File: src/rtl/servo_pwm_gen.sv
// Frame-synchronous hobby-servo PWM generator with a clamped, double-buffered width command.
// Outputs are registered one cycle after the inputs are sampled; commands are always accepted, with no backpressure.
module servo_pwm_gen #(
   parameter int WIDTH      = 12,
   parameter int PERIOD_CYC = 1000000,
   parameter int MIN_CYC    = 50000,
   parameter int SCALE      = 12,
   parameter int MAX_CYC    = 100000,
   parameter int CNT_W      = 20
) (
   input  logic             clk_i,
   input  logic             reset,
   input  logic             enable_i,
   input  logic [WIDTH-1:0] cmd_i,
   input  logic             cmd_valid_i,
   output logic             pwm_o,
   output logic             frame_start_o,
   output logic             cmd_pending_o,
   output logic [CNT_W-1:0] width_o
);

   localparam logic [CNT_W:0]   MIN_EXT   = (CNT_W+1)'(MIN_CYC);
   localparam logic [CNT_W:0]   MAX_EXT   = (CNT_W+1)'(MAX_CYC);
   localparam logic [CNT_W:0]   SCALE_EXT = (CNT_W+1)'(SCALE);
   localparam logic [CNT_W-1:0] MIN_W     = CNT_W'(MIN_CYC);
   localparam logic [CNT_W-1:0] MAX_W     = CNT_W'(MAX_CYC);
   localparam logic [CNT_W-1:0] LAST_CNT  = CNT_W'(PERIOD_CYC - 1);
   localparam logic [CNT_W-1:0] ONE       = CNT_W'(1);

   typedef enum logic [1:0] {
      S_IDLE = 2'd0,
      S_HIGH = 2'd1,
      S_LOW  = 2'd2
   } state_t;

   state_t           r_state;
   state_t           w_state_nxt;
   logic [CNT_W-1:0] r_cnt;
   logic [CNT_W-1:0] w_cnt_nxt;
   logic             w_boundary;
   logic [CNT_W:0]   w_sum;
   logic [CNT_W-1:0] w_cmd_width;
   logic [CNT_W-1:0] r_shadow;
   logic [CNT_W-1:0] r_width;
   logic             r_pwm;
   logic             r_frame_start;
   logic             r_pending;

   // One extra bit keeps MIN + cmd*SCALE from wrapping before the clamp.
   assign w_sum       = MIN_EXT + (CNT_W+1)'(cmd_i) * SCALE_EXT;
   assign w_cmd_width = (w_sum > MAX_EXT) ? MAX_W : w_sum[CNT_W-1:0];

   always_ff @(posedge clk_i) begin
      if (reset) begin
         r_state <= S_IDLE;
         r_cnt   <= '0;
      end else begin
         r_state <= w_state_nxt;
         r_cnt   <= w_cnt_nxt;
      end
   end

   always_comb begin
      w_state_nxt = r_state;
      w_cnt_nxt   = r_cnt;
      w_boundary  = 1'b0;
      if (!enable_i) begin
         w_state_nxt = S_IDLE;
         w_cnt_nxt   = '0;
      end else begin
         case (r_state)
            S_IDLE: begin
               w_state_nxt = S_HIGH;
               w_cnt_nxt   = '0;
               w_boundary  = 1'b1;
            end
            S_HIGH: begin
               w_cnt_nxt = r_cnt + ONE;
               if (r_cnt == r_width - ONE) begin
                  w_state_nxt = S_LOW;
               end
            end
            S_LOW: begin
               if (r_cnt == LAST_CNT) begin
                  w_state_nxt = S_HIGH;
                  w_cnt_nxt   = '0;
                  w_boundary  = 1'b1;
               end else begin
                  w_cnt_nxt = r_cnt + ONE;
               end
            end
            default: begin
               w_state_nxt = S_IDLE;
               w_cnt_nxt   = '0;
            end
         endcase
      end
   end

   // The boundary latches the old shadow, so a coincident strobe waits for the next frame.
   always_ff @(posedge clk_i) begin
      if (reset) begin
         r_pwm         <= 1'b0;
         r_frame_start <= 1'b0;
         r_pending     <= 1'b0;
         r_width       <= MIN_W;
         r_shadow      <= MIN_W;
      end else begin
         r_pwm         <= (w_state_nxt == S_HIGH);
         r_frame_start <= w_boundary;
         if (w_boundary) begin
            r_width <= r_shadow;
         end
         if (cmd_valid_i) begin
            r_shadow  <= w_cmd_width;
            r_pending <= 1'b1;
         end else if (w_boundary) begin
            r_pending <= 1'b0;
         end
      end
   end

   assign pwm_o         = r_pwm;
   assign frame_start_o = r_frame_start;
   assign cmd_pending_o = r_pending;
   assign width_o       = r_width;

endmodule

File: config.mk
export PLATFORM = sky130hd
export DESIGN_NAME = servo_pwm_gen
export DESIGN_NICKNAME = d
export VERILOG_FILES = /design/src/rtl/servo_pwm_gen.sv
export SDC_FILE = /design/constraint.sdc
export NUM_CORES = 1
export LEC_CHECK = 0
export ABC_AREA = 1
export BUFFER_PORTS_ARGS = -buffer_cell sky130_fd_sc_hd__buf_2
export CAP_MARGIN = 20
export CORE_UTILIZATION = 65
export DETAILED_ROUTE_END_ITERATION = 8
export PLACE_DENSITY_LB_ADDON = 0.08
export SLEW_MARGIN = 20
export SYNTH_ARGS = -nofsm -noshare
export SYNTH_HDL_FRONTEND = slang
export SYNTH_SLANG_ARGS = --single-unit
export TNS_END_PERCENT = 5
File: constraint.sdc
create_clock -name clk_i -period 9.55 [get_ports clk_i]
set_clock_uncertainty 0.15 [all_clocks]
set_input_delay 2.3875 -clock clk_i [delete_from_list [all_inputs] [get_ports clk_i]]
set_output_delay 2.3875 -clock clk_i [all_outputs]
set_load 0.005 [all_outputs]
==> results of run 1 <==
stage by stage:
step	total power, µW	utilization, %	hold WS, ns	cells	worst slack (ns)
after floorplan	398.4	-	0.2632	610	4.782
after global placement	424.9	70.15	0.2771	701	4.476
after detailed placement	429.7	70.15	0.2883	701	4.321
after CTS	566.2	71.76	0.3039	709	4.643
after global routing	603.6	71.76	0.3359	709	4.335
final	564.0	71.76	0.3005	709	4.645
registers in the layout (all words and copies together), names as in the netlist:
| signal | count |
|---|---|
| cmd_pending_o | 1 |
| frame_start_o | 1 |
| pwm_o | 1 |
| r_cnt | 20 |
| r_shadow | 15 |
| r_state | 2 |
| width_o | 15 |
power by group through the flow:
stage / sequential (µW) / clock, µW / combinational, µW
6_report: 255 / 138 / 172
5_1_grt: 256 / 149 / 199
4_1_cts: 254 / 140 / 172
3_5_place_dp: 259 / 0 / 170
3_3_place_gp: 259 / 0 / 166
2_1_floorplan: 257 / 0 / 141
Yosys cell counts, types with 4 or more instances:
library cell    n  area share (%)
nor3_1         10             1.2
buf_4           5            0.93
a21oi_1        39             4.8
o21ai_0        17             2.1
nor2_1         65             6.1
nor2_2          5            0.78
or2_2           4            0.62
o211ai_1        5            0.93
nand3_1        45             5.6
clkbuf_1        7            0.65
ha_1           21             6.5
inv_2           4            0.37
nor3b_1         4            0.75
xnor2_1         7             1.5
a21oi_2         8             1.7
xor2_1         19             4.1
nand4_1        10             1.6
inv_1          79             7.4
nand2_1       138              13
nand2_2        20             3.1
dfxtp_1        55              27
nand3_2        10             2.5
worst register-to-register path, delay by kind of cell (launching register included):
family	cells	cell delay, ns
DFF	1	0.36
AOI/OAI and AO/OA	2	0.32
buffers and inverters	3	0.52
adders and majority gates	1	0.21
and+or+nand+nor	6	1.01
worst min path at each step:
stage                                      to  slack [ns]  depth (start not counted)
after CTS                 r_cnt[0]$_SDFF_PP0_        0.30                          1
after global routing      r_cnt[0]$_SDFF_PP0_        0.34                          1
after floorplan           r_cnt[0]$_SDFF_PP0_        0.26                          1
after detailed placement  r_cnt[0]$_SDFF_PP0_        0.29                          1
final                     r_cnt[0]$_SDFF_PP0_        0.30                          1
after global placement    r_cnt[0]$_SDFF_PP0_        0.28                          1
cell type report:
cell class,instances,area [µm²]
inverter,84,315.3
clock buffer,5,68.82
timing repair buffer,33,165.2
sequential,55,1101
clock inverter,3,27.53
multi-input combinational,454,2502
tap,75,93.84
fill,560,1682
kinds of logic after synthesis:
logic type,Yosys count,share of synthesized area (%)
other cells,1,0.09314
buf+inv,101,10.88
xor+xnor,26,5.656
compound gates,78,11.28
fa+ha+maj,22,7.023
simple gates,323,37.73
flops,55,27.35
routing by layer:
metal	vias to the layer above	GRT usage, %	part of all wire (%)
met2	79	50.68	48
met3	10	5.682	3.8
met5	-	0	0
li1	1986	-	-
met1	1793	34.57	47
met4	0	8.571	1.1
==> results.py, run 1 <==
metrics = {
    "run_status": {
        "status": "finished, final reports clean",
    },
    "clock_tree": {
        "clockBufferDepth": 2,
        "worstSkewPairLatency_ns": 0.32,
        "clk_pin_slew_worst_paths_ns": 0.11,
        "cts_tree": "done",
        "cts-root-buf": "clkbuf_8",
        "clock_sinks": 55,
        "ctsHoldBuffers": 0,
        "ctsResizeCount": 0,
        "cts_setup_buffers": 0,
        "cts.htree.levels": 2,
        "cts_buffers": 5,
    },
    "synth": {
        "synth_area_mm2": 0.004026,
        "synth_ff_type": "dfxtp_1",
        "synth_edf_count": 0,
        "yosysUniqueCellTypes": 44,
        "ys_async_sr_fraction_pct": 0,
        "netlist_instances": 606,
        "syn_avg_cell_area_um2": 6.644,
        "synth-seq-area-share_pct": 27.35,
        "ys_ff_latch": 55,
        "yosysWarnings": 0,
    },
    "critical_path": {
        "cp_num_buf_inv": 6,
        "worstSetupStartpointType": "input port",
        "reg2reg_to": "r_cnt[19]$_SDFF_PP0_",
        "rrSetupSlack_ns": 6.87,
        "endpoint_kind": "flop",
        "slowest_stage": "fa_1",
        "cp_common_cell": "nand2_1",
        "crit_family": "simple AND/OR/NAND/NOR gates",
        "path_cells": "buf_2 > ha_1 > inv_1 > fa_1 > inv_1 > nand2_1 > nand2_1 > inv_1 > ha_1 > inv_1 > nand3_2 > nand2_2 > nand3_2 > nand2_2 > inv_2 > nand2_1 > nand2_2 > nor2_1 > a21oi_1 > nand2_2 > nand2_1 > nand2_1 > nand2_1",
        "path_class": "input port to flop",
        "regToRegStartpoint": "r_cnt[0]$_SDFF_PP0_",
        "crit_cells": 23,
        "worst_path_largest_cell_delay_ns": 0.38,
        "cp_max_fo": 13,
        "crit_arrival_ns": 4.97,
        "crit_end": "r_shadow[9]$_SDFFE_PP1P_",
        "startpoint": "cmd_i[1]",
        "reg2reg_depth": 12,
        "worstPathRequired_ns": 9.62,
    },
    "placement": {
        "gp_congestion": 0.8862,
        "place_area_mm2": 0.004178,
        "io_buffers": 33,
        "dp_hpwl_mm": 6.912,
    },
    "sta": {
        "tightest_slew_ns": 0.6618,
        "max_slew_margin_pct": 55.75,
        "finalSetupViolCount": 0,
        "period_share_pct": 51.36,
        "max_freq_mhz": 203.9,
        "slew_viol_final": 0,
        "hold_viol": 0,
        "period_needed_ns": 4.905,
        "tns_ns": 0,
        "rsz0062_at_grt": "no",
    },
    "finish": {
        "area.growth.synth_to_final_pct": 6.153,
        "final_common_cell": "nand2_1",
        "finalInstanceArea_mm2": 0.004274,
        "drive_gt1_share_pct": 15.62,
        "final_cell_mix": "nand2_1 (138), inv_1 (79), nor2_1 (65), dfxtp_1 (55), nand3_1 (45)",
        "antenna_cells": 0,
        "nNetsFinal": 671,
    },
    "route": {
        "viasPerCell": 5.456,
        "drcViolationCount": 0,
        "drt_iter0_drc": 162,
        "wl_per_cell_um": 12.31,
        "ant_nets": 0,
        "vias": 3868,
        "wirelength_mm": 8.727,
        "drt_first_pass_iters": 5,
    },
    "die": {
        "ioPinCount": 39,
        "start_util_pct": 67.61,
        "num_rows": 28,
        "core_area_mm2": 0.005956,
        "dieHeight_um": 80.71,
        "die_x_um": 80.71,
        "die_area_mm2": 0.006513,
    },
    "flow_run": {
        "cap_violations": 0,
    },
    "power_and_ir_drop": {
        "max-vdd-ir-drop_uv": 117.9,
        "p_per_area_mw_per_mm2": 132.0,
        "sw_frac_of_total_pct": 36.30,
        "pwr-share-seq_pct": 45.1,
        "p_sw_uw": 204.7,
        "power_frac_comb_pct": 30.4,
        "p_clk_share_pct": 24.4,
        "p_int_uw": 359.3,
        "power_leakage_uw": 0.001994,
    },
    "global_route": {
        "grt_max_degree": 22,
        "grt_antenna_before_repair": 0,
        "grt_overflow_total": 0,
        "grt_pass1_wl_mm": 14.86,
        "grt_pass1_vias": 3566,
        "track_usage_pct": 28.58,
    },
    "hold_path": {
        "hold_start": "r_cnt[0]$_SDFF_PP0_",
        "hold_path.class": "flop to flop",
    },
}
(Power assumes the default switching activity.)
==> run 2, diff against run 1 <==
--- a/config.mk
+++ b/config.mk
@@ -8,7 +8,7 @@
 export ABC_AREA = 1
 export BUFFER_PORTS_ARGS = -buffer_cell sky130_fd_sc_hd__buf_2
 export CAP_MARGIN = 20
-export CORE_UTILIZATION = 65
+export CORE_UTILIZATION = 60
 export DETAILED_ROUTE_END_ITERATION = 8
 export PLACE_DENSITY_LB_ADDON = 0.08
 export SLEW_MARGIN = 20
==> constraint.sdc (replaced) <==
create_clock -name clk_i -period 5 [get_ports clk_i]
set_clock_uncertainty 0.15 [all_clocks]
set_input_delay 1.25 -clock clk_i [delete_from_list [all_inputs] [get_ports clk_i]]
set_output_delay 1.25 -clock clk_i [all_outputs]
set_load 0.005 [all_outputs]
==> run 2 against run 1 <==
  * The run now ends with design-rule violations left
  * Clock-buffer cell count grew 1
  * Hold slack gained 0.0032 ns
  * Die area grew 8.1%
  * Power grew 95%
  * Setup slack lost 3.4 ns
  * Sequential share of layout area shrank 0.11 points
  * Sequential power grew 90%
  * Clock power grew 110%
  * Combinational power grew 89%
==> results.py, run 2 (same netlist as run 1, synthesis figures left out) <==
metrics = {
    "run_status": {
        "status": "finished, violations left",
        "violations": "design-rule violations",
    },
    "finish": {
        "drive_gt1_share_pct": 15.46,
        "multi_input_comb_area_mm2": 0.002502,
        "nFillCells": 610,
        "final_cell_mix": "nand2_1 (138), inv_1 (79), nor2_1 (65), dfxtp_1 (55), nand3_1 (45)",
        "regMostFlops": "r_cnt",
        "final_common_cell": "nand2_1",
        "regArea_mm2": 0.001101,
        "largest_reg_flops": 20,
        "antenna_cells": 0,
        "nNetsFinal": 671,
        "area.growth.synth_to_final_pct": 6.588,
        "instances_no_fill": 711,
        "finalInstanceArea_mm2": 0.004292,
    },
    "global_route": {
        "track_usage_pct": 24.22,
        "grt_pass1_wl_mm": 14.31,
        "grt_antenna_before_repair": 0,
        "grt_max_degree": 22,
        "grt_overflow_total": 0,
        "grt_pass1_vias": 3544,
    },
    "clock_tree": {
        "cts_setup_buffers": 0,
        "ctsHoldBuffers": 0,
        "worstSkewPairLatency_ns": 0.31,
        "cts_buffers": 5,
        "ctsResizeCount": 0,
        "clockBufferDepth": 2,
        "cts.htree.levels": 2,
        "cts_tree": "done",
        "cts-root-buf": "clkbuf_8",
        "clock_sinks": 55,
        "clk_pin_slew_worst_paths_ns": 0.09,
    },
    "die": {
        "core_area_mm2": 0.006422,
        "die_area_mm2": 0.007043,
        "ioPinCount": 39,
        "die_x_um": 83.92,
        "start_util_pct": 62.69,
        "num_rows": 29,
        "dieHeight_um": 83.92,
    },
    "sta": {
        "finalSetupViolCount": 0,
        "hold_viol": 0,
        "max_freq_mhz": 267.8,
        "period_needed_ns": 3.734,
        "period_share_pct": 74.67,
        "tightest_slew_ns": 0.6212,
        "max_slew_margin_pct": 58.54,
        "tns_ns": 0,
        "slew_viol_final": 0,
        "rsz0062_at_grt": "no",
        "fin_ws_ns": 1.266,
    },
    "route": {
        "wirelength_mm": 8.140,
        "viasPerCell": 5.287,
        "vias": 3759,
        "ant_nets": 0,
        "drt_first_pass_iters": 6,
        "drcViolationCount": 3,
        "wl_per_cell_um": 11.45,
        "drt_iter0_drc": 123,
    },
    "critical_path": {
        "cp_common_cell": "nand2_1",
        "cp_max_fo": 13,
        "endpoint_kind": "flop",
        "path_cells": "buf_2 > ha_1 > inv_1 > fa_1 > inv_1 > nand2_1 > nand2_1 > inv_1 > ha_1 > inv_1 > nand3_2 > nand2_2 > nand3_2 > nand2_2 > inv_2 > nand3_1 > nand2_2 > nor2_2 > nand2_1 > nand2_2 > nand2_1 > nand2_1 > nand2_1",
        "worstSetupStartpointType": "input port",
        "path_class": "input port to flop",
        "worstPathRequired_ns": 5.06,
        "rrSetupSlack_ns": 2.49,
        "crit_arrival_ns": 3.79,
        "worst_path_largest_cell_delay_ns": 0.38,
        "slowest_stage": "fa_1",
    },
    "power_and_ir_drop": {
        "power_leakage_uw": 0.002003,
        "p_per_area_mw_per_mm2": 256.5,
        "power_frac_comb_pct": 29.5,
        "p_sw_uw": 366.7,
        "pwr-share-seq_pct": 44.0,
        "p_int_uw": 734.1,
        "sw_frac_of_total_pct": 33.31,
        "p_clk_share_pct": 26.4,
        "max-vdd-ir-drop_uv": 108.0,
    },
    "flow_run": {
        "cap_violations": 0,
    },
    "hold_path": {
        "hold_path.class": "flop to flop",
    },
    "placement": {
        "placed_cells": 703,
        "dp_hpwl_mm": 6.647,
        "gp_congestion": 0.8524,
        "place_area_mm2": 0.004180,
        "pre_cts_ws_ns": 0.9365,
        "io_buffers": 33,
    },
}
run 2: final cells by class:
class / count / share of cell area (%)
multi-input combinational: 454 / 58.31
sequential: 55 / 25.66
inverter: 84 / 7.347
timing repair buffer: 33 / 3.848
tap: 77 / 2.245
clock buffer: 6 / 1.691
clock inverter: 2 / 0.9038
run 2: path summary, 6_finish.rpt:
check | start | endpoint | cells after the start
setup / recovery | cmd_i[0] | r_shadow[9]$_SDFFE_PP1P_ | 23
hold / removal | r_cnt[0]$_SDFF_PP0_ | r_cnt[0]$_SDFF_PP0_ | 1
setup reg to reg | r_cnt[0]$_SDFF_PP0_ | r_cnt[9]$_SDFF_PP0_ | 12
hold reg to reg | r_cnt[0]$_SDFF_PP0_ | r_cnt[0]$_SDFF_PP0_ | 1
run 2: layer usage:
metal,global-route usage [%],up-vias,part of all wire [%]
met3,2.176,20,1.9
met1,25.70,1694,42
met2,48.21,52,53
met4,9.875,0,2.9
met5,0,-,0
li1,-,1993,-
run 2: worst max-delay path, delay by kind of cell:
kind,cells,cell delay [ns]
AND/OR/NAND/NOR,14,1.38
buffers and inverters,6,0.42
adder cells (fa/ha/maj),3,0.76
run 2: stage by stage:
| stage | total power, µW | hold slack (ns) | util (%) |
|---|---|---|---|
| floorplan | 761.0 | 0.2632 | - |
| CTS | 1108 | 0.3107 | 66.82 |
| detailed placement | 819.3 | 0.2918 | 65.09 |
| global placement | 809.1 | 0.2734 | 65.09 |
| finish | 1101 | 0.3037 | 66.82 |
| global route | 1171 | 0.3288 | 66.82 |
run 2: power by group through the flow:
stage          clock network, µW  registers [µW]  logic [µW]
2_1_floorplan                  0             492         269
3_3_place_gp                   0             494         315
3_5_place_dp                   0             495         324
4_1_cts                      297             485         326
5_1_grt                      309             488         374
6_report                     291             485         325
==> run 3, diff against run 2 <==
==> constraint.sdc (replaced) <==
create_clock -name clk_i -period 3.6 [get_ports clk_i]
set_clock_uncertainty 0.15 [all_clocks]
set_input_delay 0.9 -clock clk_i [delete_from_list [all_inputs] [get_ports clk_i]]
set_output_delay 0.9 -clock clk_i [all_outputs]
set_load 0.005 [all_outputs]
==> run 3 against run 2 <==
  * The run still ends with design-rule violations left
  * Cell count is 0.28% higher
  * Sequential power grew 39%
  * Core utilization rose by 0.14 points
  * Routed wire length increased by 1.1%
  * Design area grew 0.20%
  * First-iteration DRC count shrank 7.3%
  * Global-route usage grew 0.49 points
  * Sequential share of layout area is 0.052 points lower
  * Largest power group unchanged
==> results.py, run 3 (same netlist as run 1, synthesis figures left out) <==
metrics = {
    "critical_path": {
        "reg2reg_to": "width_o[9]$_SDFFE_PP1P_",
        "crit_family": "simple AND/OR/NAND/NOR gates",
        "reg2reg_depth": 10,
        "worstSetupStartpointType": "input port",
        "regToRegStartpoint": "r_cnt[0]$_SDFF_PP0_",
        "path_class": "input port to flop",
        "cp_max_fo": 8,
        "worst_path_largest_cell_delay_ns": 0.38,
        "startpoint": "cmd_i[1]",
        "rrSetupSlack_ns": 1.09,
        "crit_end": "r_shadow[2]$_SDFFE_PP0P_",
        "crit_arrival_ns": 3.39,
        "cp_num_buf_inv": 7,
        "slowest_stage": "fa_1",
        "path_cells": "buf_2 > ha_1 > inv_1 > fa_1 > inv_1 > nand2_1 > nand2_1 > inv_1 > ha_1 > inv_1 > nand3_2 > nand2_2 > nand3_2 > nand2_2 > inv_2 > nand2_1 > nand2_2 > nor2_2 > a21oi_1 > nand2_2 > buf_6 > nand2_1 > a21oi_1",
        "crit_cells": 23,
        "endpoint_kind": "flop",
        "worstPathRequired_ns": 3.70,
    },
    "power_and_ir_drop": {
        "power_leakage_uw": 0.002005,
        "max-vdd-ir-drop_uv": 185.4,
        "p_per_area_mw_per_mm2": 348.6,
    },
    "placement": {
        "io_buffers": 33,
        "dp_hpwl_mm": 6.741,
        "gp_congestion": 0.8784,
        "place_area_mm2": 0.004195,
    },
    "clock_tree": {
        "ctsResizeCount": 0,
        "ctsHoldBuffers": 0,
        "clockBufferDepth": 2,
        "cts.htree.levels": 2,
        "cts-root-buf": "clkbuf_8",
        "worstSkewPairLatency_ns": 0.31,
        "clock_sinks": 55,
        "cts_buffers": 5,
        "clk_pin_slew_worst_paths_ns": 0.10,
        "cts_setup_buffers": 0,
        "cts_tree": "done",
    },
    "global_route": {
        "track_usage_pct": 24.71,
        "grt_antenna_before_repair": 0,
        "grt_overflow_total": 0,
        "grt_pass1_wl_mm": 14.50,
        "grt_max_degree": 22,
        "grt_pass1_vias": 3567,
    },
    "route": {
        "vias": 3736,
        "viasPerCell": 5.240,
        "drt_first_pass_iters": 7,
        "wl_per_cell_um": 11.55,
        "ant_nets": 0,
        "drcViolationCount": 2,
        "wirelength_mm": 8.233,
        "drt_iter0_drc": 114,
    },
    "die": {
        "start_util_pct": 62.69,
        "die_area_mm2": 0.007043,
        "dieHeight_um": 83.92,
        "die_x_um": 83.92,
        "ioPinCount": 39,
        "core_area_mm2": 0.006422,
        "num_rows": 29,
    },
    "sta": {
        "finalSetupViolCount": 0,
        "period_needed_ns": 3.291,
        "max_slew_margin_pct": 59.28,
        "tightest_slew_ns": 0.6102,
        "hold_viol": 0,
        "rsz0062_at_grt": "no",
        "max_freq_mhz": 303.8,
        "slew_viol_final": 0,
        "hold_slack_ns": 0.3058,
        "period_share_pct": 91.42,
    },
    "finish": {
        "finalInstanceArea_mm2": 0.004300,
        "utilization_pct": 66.96,
        "drive_gt1_share_pct": 16.04,
        "nNetsFinal": 673,
        "final_common_cell": "nand2_1",
        "antenna_cells": 0,
        "largest_reg_flops": 20,
        "nFillCells": 608,
        "area.growth.synth_to_final_pct": 6.805,
        "regMostFlops": "r_cnt",
        "final_cell_mix": "nand2_1 (138), inv_1 (79), nor2_1 (64), dfxtp_1 (55), nand3_1 (45)",
    },
    "run_status": {
        "status": "finished, violations left",
        "violations": "design-rule violations",
    },
    "hold_path": {
        "hold_path.class": "flop to flop",
    },
    "flow_run": {
        "cap_violations": 0,
    },
}
-- run 3: layout make-up --
cell class                 instances  area (µm²)  area share (%)
multi-input combinational        454        2505           58.25
sequential                        55        1101           25.60
inverter                          84       315.3           7.332
timing repair buffer              35       183.9           4.277
tap                               77       96.34           2.240
clock buffer                       6       82.58           1.920
clock inverter                     2       16.27          0.3782
-- run 3: per-stage QoR --
stage | instances | total power, µW | TNS, ns | setup WS, ns
2_1_floorplan | 610 | 1057 | 0 | 0.3196
5_1_grt | 713 | 1597 | 0 | 0.02208
3_3_place_gp | 705 | 1134 | 0 | 0.08044
4_1_cts | 713 | 1502 | 0 | 0.2655
6_report | 713 | 1499 | 0 | 0.3087
3_5_place_dp | 705 | 1148 | -0.1531 | -0.05746
-- run 3: report_power, final --
part	internal (µW)	leakage [µW]	total [µW]	switching [µW]
logic	174	0.00151	464	290
clock network	157	0.0000474	361	204
registers	645	0.000451	674	28.5
-- run 3: worst min-delay path by stage --
stage                         startpoint                        end  depth (start not counted)
5_1_grt        r_shadow[12]$_SDFFE_PP0P_  r_shadow[12]$_SDFFE_PP0P_                          2
3_5_place_dp         r_cnt[0]$_SDFF_PP0_        r_cnt[0]$_SDFF_PP0_                          1
3_3_place_gp         r_cnt[0]$_SDFF_PP0_        r_cnt[0]$_SDFF_PP0_                          1
4_1_cts              r_cnt[0]$_SDFF_PP0_        r_cnt[0]$_SDFF_PP0_                          1
6_report             r_cnt[0]$_SDFF_PP0_        r_cnt[0]$_SDFF_PP0_                          1
2_1_floorplan        r_cnt[0]$_SDFF_PP0_        r_cnt[0]$_SDFF_PP0_                          1
-- run 3: routing by layer --
metal	track usage, %	part of all wire (%)	vias to the layer above
li1	-	-	1994
met1	25.35	42	1676
met2	49.85	53	51
met3	2.967	2.3	15
met4	9.718	2.4	0
met5	0	0	-
